**config.mk**
```make
export PLATFORM = sky130hd
export DESIGN_NAME = stream_downsizer
export DESIGN_NICKNAME = d
export VERILOG_FILES = /design/src/rtl/stream_downsizer_pkg.sv /design/src/rtl/stream_downsizer.sv
export SDC_FILE = /design/constraint.sdc
export NUM_CORES = 1
export LEC_CHECK = 0
export BUFFER_PORTS_ARGS = -buffer_cell sky130_fd_sc_hd__buf_2
export CAP_MARGIN = 5
export CORE_AREA = 4 4 74 76
export CTS_BUF_LIST = sky130_fd_sc_hd__clkbuf_2
export CTS_CLUSTER_SIZE = 24
export DETAILED_ROUTE_END_ITERATION = 8
export DIE_AREA = 0 0 78 80
export PLACE_DENSITY = 0.57
export SKIP_CTS_REPAIR_TIMING = 1
export SLEW_MARGIN = 20
export SYNTH_ARGS = -nofsm -noshare
export SYNTH_HDL_FRONTEND = slang
export SYNTH_SLANG_ARGS = --single-unit
```
**constraint.sdc**
```tcl
create_clock -name clk -period 2.1 [get_ports clk]
set_clock_uncertainty 0.1 [all_clocks]
set_input_delay 0.525 -clock clk [delete_from_list [all_inputs] [get_ports clk]]
set_output_delay 0.525 -clock clk [all_outputs]
set_load 0.01 [all_outputs]
```
**src/rtl/stream_downsizer_pkg.sv**
```systemverilog
// Shared types and constants for the stream width down-converter.
// Beat-order encodings for MSB_FIRST, plus the two-state FSM encoding.
package stream_downsizer_pkg;

  localparam bit ORDER_LSB_FIRST = 1'b0;
  localparam bit ORDER_MSB_FIRST = 1'b1;

  typedef enum logic {
    ST_IDLE = 1'b0,
    ST_BUSY = 1'b1
  } state_e;

endpackage

```
**src/rtl/stream_downsizer.sv**
```systemverilog
// Splits each IN_SIZE-bit word into RATIO OUT_SIZE-bit beats; a new word may be
// taken on the same cycle the final beat of the current one leaves.
module stream_downsizer
  import stream_downsizer_pkg::*;
#(
  parameter int IN_SIZE   = 32,
  parameter int OUT_SIZE  = 8,
  parameter int RATIO     = IN_SIZE / OUT_SIZE,
  parameter int LOG2RATIO = $clog2(RATIO),
  parameter bit MSB_FIRST = ORDER_LSB_FIRST
) (
  input  logic                clk,
  input  logic                rst,
  input  logic                s_valid,
  output logic                s_ready,
  input  logic [IN_SIZE-1:0]  s_data,
  input  logic                s_last,
  output logic                m_valid,
  input  logic                m_ready,
  output logic [OUT_SIZE-1:0] m_data,
  output logic                m_last
);

  if ((IN_SIZE % OUT_SIZE) != 0) begin : g_bad_multiple
    $error("stream_downsizer: IN_SIZE must be an exact multiple of OUT_SIZE");
  end
  if (RATIO != IN_SIZE / OUT_SIZE || RATIO < 2) begin : g_bad_ratio
    $error("stream_downsizer: RATIO must equal IN_SIZE/OUT_SIZE and be at least 2");
  end

  localparam logic [LOG2RATIO-1:0] LAST_IDX = LOG2RATIO'(RATIO - 1);

  state_e               state_q, state_d;
  logic [LOG2RATIO-1:0] idx_q, idx_d;
  logic [IN_SIZE-1:0]   buf_q, buf_d;
  logic                 lst_q, lst_d;

  logic busy;
  logic last_beat;
  logic w_hs;
  logic r_hs;

  // Beat order is folded into the slice table so the mux is always indexed by idx.
  logic [OUT_SIZE-1:0] slice [RATIO];
  for (genvar gi = 0; gi < RATIO; gi++) begin : g_slice
    if (MSB_FIRST == ORDER_MSB_FIRST) begin : g_msb
      assign slice[gi] = buf_q[(RATIO-1-gi)*OUT_SIZE +: OUT_SIZE];
    end else begin : g_lsb
      assign slice[gi] = buf_q[gi*OUT_SIZE +: OUT_SIZE];
    end
  end

  assign busy      = (state_q == ST_BUSY);
  assign last_beat = (idx_q == LAST_IDX);

  assign s_ready = ~rst & (~busy | (m_ready & last_beat));
  assign m_valid = busy;
  assign m_data  = slice[idx_q];
  assign m_last  = busy & lst_q & last_beat;

  assign w_hs = s_valid & s_ready;
  assign r_hs = m_valid & m_ready;

  always_comb begin
    state_d = state_q;
    idx_d   = idx_q;
    buf_d   = buf_q;
    lst_d   = lst_q;
    case (state_q)
      ST_IDLE: begin
        if (w_hs) begin
          state_d = ST_BUSY;
          buf_d   = s_data;
          lst_d   = s_last;
          idx_d   = '0;
        end
      end
      ST_BUSY: begin
        if (r_hs) begin
          if (!last_beat) begin
            idx_d = idx_q + LOG2RATIO'(1);
          end else if (w_hs) begin
            buf_d = s_data;
            lst_d = s_last;
            idx_d = '0;
          end else begin
            state_d = ST_IDLE;
            idx_d   = '0;
          end
        end
      end
      default: begin
        state_d = ST_IDLE;
        idx_d   = '0;
      end
    endcase
  end

  always_ff @(posedge clk) begin
    if (rst) begin
      state_q <= ST_IDLE;
      idx_q   <= '0;
      buf_q   <= '0;
      lst_q   <= 1'b0;
    end else begin
      state_q <= state_d;
      idx_q   <= idx_d;
      buf_q   <= buf_d;
      lst_q   <= lst_d;
    end
  end

endmodule

```
**Yosys cells after proc, flatten, opt, wreduce, memory -nomap -nowiden**

Index checks and enable logic that the tools add are counted.

- Register bits after elaboration: 36
- Latch bits: 0
- Bits in writable memories: 0
- Memory bits (read-only): 0
- Input port bits: 37
- Logic and storage cells: 41
- Memories kept: 0

- Add/sub/neg operators: 1
- $mul: 0
- Div/mod/pow operators: 0
- Magnitude comparators: 1
- Equality and inequality tests: 4
- Shift-type cells: 0
- Mux-type cells: 19
- Bitwise gates (word level): 10
- Reduce and logical (&&, ||, !) cells: 2

Operators by type and width:

| operator | number |
|---|---|
| $mux 32 | 3 |
| $pmux 32 s2 | 1 |
| $bmux 8 s2 | 1 |
| $mux 8 | 2 |
| $and 1x1->1 | 6 |
| $mux 1 | 6 |
| $mux 2 | 3 |
| $ne 2x1->1 const B | 2 |
| $pmux 1 s2 | 2 |
| $pmux 2 s2 | 1 |
| $reduce_and 2->1 | 2 |
| $ge 3x3->1 const B | 1 |
| $not 2->3 | 1 |
| $add 2x1->2 const B | 1 |
| $eq 2x2->1 const B | 1 |
| $ne 2x2->1 const B | 1 |
| $not 1->1 | 2 |
| $or 1x1->1 | 1 |

**Longest topological paths before layout**

- Word-level depth: 9
- Gate-level depth with buffers: 5
- Gate-level depth less buffers: 4

**Worst setup path after synthesis**

Ideal clock, no wire load.

- Kind: register to output
- Start: register idx_q[1]
- End: output m_data[0]
- Data arrival time: 1.117 ns
- Required time: 1.475 ns
- Path slack: 0.358 ns
- Stages on the path, launching flop included: 3
- Cells stage by stage: dfxtp_1 buf_2 mux4_2

- Longest elaborated chain between the ends: 4

Ends and longest elaborated chain:

| element | line | RTL |
|---|---|---|
| start: declaration | stream_downsizer.sv:34 | `logic [LOG2RATIO-1:0] idx_q, idx_d;` |
| start signal: assignment | stream_downsizer.sv:107 | `idx_q <= idx_d;` |
| $not 2->3 (implied by the code) | stream_downsizer.sv:58 | `assign m_data = slice[idx_q];` |
| $bmux 8 s2 | stream_downsizer.sv:58 |  |
| $mux 8 (implied by the code) (2 in a row) | stream_downsizer.sv:58 |  |
| end: declaration | stream_downsizer.sv:20 | `output logic [OUT_SIZE-1:0] m_data,` |

No other way between the ends. The select of a mux whose other input is x is not followed.

**Final worst setup path**

- Start: register idx_q[1]
- End: output m_data[1]

The elaborated chain is that of the path after synthesis.

==> impl_metrics.toml <==
[die]
num_io_pins = 48
rows = 25
die_area_mm2 = 0.00624
die_w_um = 78
coreArea_mm2 = 0.00472
initial_core_util = 0.352
die_h_um = 80

[hold_path]
hp-class = "in -> reg"
hold_depth = 2
hold_path_end = "buf_q[15]"
hold_path.startpoint = "s_data[15]"

[routing]
vias = 1146
viasPerCell = 4.58
routedWlPerCell_um = 13.8
drtPass1Iterations = 3
drt_wl_total_mm = 3.46
drtAntennaViolNets = 0
drc = 0
drt-initial-drc-count = 44

[cells_and_area]
areaGrowthSynthToFinish_pct = 24.2
stdcell_count = 250
nets = 221
fin_util = 0.438
drive_gt1_frac = 0.563
antenna_cells = 0

[setup_path]
worst_r2r_endpoint = "buf_q[28]"
rrSetupSlack_ns = 0.26
cpMostUsedCell = "buf_6"
cp_max_fo = 5
r2r_start = "idx_q[1]"
reg2reg_depth = 6
cp_cell_sequence = "buf_6, mux4_2, buf_6"
worst_setup_path_start_kind = "flip-flop"
path_class = "reg -> out"
critical_path.slowest_cell = "mux4_2"
arrival_ns = 1.54
cpPeakStageDelay_ns = 0.52
cp.required_ns = 1.47
cp-end-kind = "output port"

[logic_synthesis]
syn_avg_cell_area_um2 = 12.6
ys_async_sr_fraction = 0
synth-edff-count = 0
synth_area_mm2 = 0.00166
ys.flop_type = "dfxtp_1"
ys_warn_count = 0
yosysSeqAreaShare = 0.433
synth_seq_cells = 36
ys_types = 17
synthCells = 132
synth_fp_nets = 170

[sta]
max-slew-margin-rel = 0.870
period_minus_slack_ns = 2.16
worst_pin_slew_ns = 0.190
hold_viol_final = 0
maxClockFrequency_mhz = 462
fin_ws_ns = -0.0636
drv_slew = 0
finalSetupViolCount = 8
holdWs_ns = 0.268
min_period_over_period = 1.03
grt_setup_unrepaired = "yes"

[power]
power_frac_seq = 0.598
p_clk_frac = 0.229
switching_share = 0.255
p_leak_nw = 0.949
pwr-share-comb = 0.172
p_total_mw = 1.26
internal-power_uw = 937
power.density_mw_per_mm2 = 608
switchingPower_uw = 321
peakVddDrop_mv = 0.255

[cts]
clock_sinks = 36
numCtsBuffers = 5
cts_root_buf = "clkbuf_2"
cts_tree = "done"
clk_pin_slew_ns = 0.18
clock_latency_ns = 0.36
h-tree-depth = 2
cts.path.max_buffers = 2

[grt]
grt_overflow = 0
grt_antenna_before_repair = 0
grt_pass1_vias = 1263
grtUsageTotal = 0.118
grt_pass1_wl_mm = 5.67
grt_max_degree = 34

[job]
max_cap_viol_count = 0

[placement]
pre_cts_slack_ns = 0.253
place_inst = 243
io_buffers = 47
place.gp.congestion = 0.726
post-dp-hpwl_mm = 2.54

[run_status]
status = "complete, but fails checks"
violations = "negative setup slack"
synthesized netlist by cell type (2+ instances only):
master	count	share of area
a32oi_1	2	0.011
and2b_1	16	0.072
buf_6	3	0.020
clkbuf_1	3	0.0068
dfxtp_1	36	0.43
mux2_2	33	0.22
mux4_2	8	0.11
nor2_1	6	0.014
nor2b_1	17	0.064
sequential cells by signal, summed over array words and instances (netlist names):
name,flops
buf_q,32
idx_q,2
lst_q,1
m_valid,1
stage by stage:
step / cell area (um^2) / setup TNS [ns]
final: 2070 / -0.435
after global routing: 2070 / -1.18
after detailed placement: 1980 / 0
after CTS: 2010 / -1.03
after global placement: 1980 / 0
after floorplan: 1660 / 0
metal layers:
layer,wire (um),vias up,global-route usage,share of wire
met4,60,0,0.0437,0.017
met2,1640,35,0.195,0.47
met3,215,8,0.0451,0.062
met5,0,-,0,0
met1,1540,543,0.138,0.45
li1,-,560,-,-
placed cells by master, fill, tap and decap left out:
cell type  Yosys  final
nor2b_1       17     17
mux2_2        33     33
dfxtp_2        0      1
buf_6          3      7
buf_4          0      3
dfxtp_1       36     35
buf_2          1     41
nor3b_4        1      1
buf_12         0      1
mux2i_1        1      1
clkbuf_2       1      5
and2b_1       16     16
ha_2           0      1
mux4_2         8      8
clkinv_1       0      2
nor2_1         6      6
and3_1         1      1
a32oi_1        2      2
buf_8          0      1
a21boi_4       1      1
cells by family after synthesis:
group / synth area share
muxes: 0.338
adders and majority gates: 0.00752
AOI/OAI and AO/OA: 0.0218
buffers and inverters: 0.0353
DFF: 0.433
and+or+nand+nor: 0.165
worst max-delay path by stage:
| stage | start | to | slack (ns) |
|---|---|---|---|
| final | idx_q[1] | m_data[1] | -0.06 |
| after global routing | idx_q[1] | m_data[1] | -0.15 |
| after CTS | idx_q[1] | m_data[3] | -0.14 |
| after detailed placement | idx_q[1] | buf_q[28] | 0.25 |
| after global placement | idx_q[1] | buf_q[5] | 0.31 |
| after floorplan | idx_q[1] | m_data[0] | 0.36 |
layout make-up:
cell class / instances / area, um^2
Clock buffer: 5 / 25.0
Clock inverter: 2 / 7.51
Fill cell: 482 / 2660
Multi-Input combinational cell: 87 / 887
Sequential cell: 36 / 722
Tap cell: 67 / 83.8
Timing Repair Buffer: 53 / 342
worst max-delay path: cells and delay by family (launching register included):
kind / cells / cell delay [ns]
buf+inv: 2 / 0.27
flops: 1 / 0.39
mux: 1 / 0.52
power groups by stage:
stage | Clock, mW | Sequential, mW | Combinational (mW)
after CTS | 0.309 | 0.753 | 0.207
after floorplan | 0 | 0.761 | 0.136
after global routing | 0.332 | 0.759 | 0.238
final | 0.288 | 0.752 | 0.217
after detailed placement | 0 | 0.768 | 0.206
after global placement | 0 | 0.765 | 0.198
No activity file was read; power rests on OpenSTA's default activity.
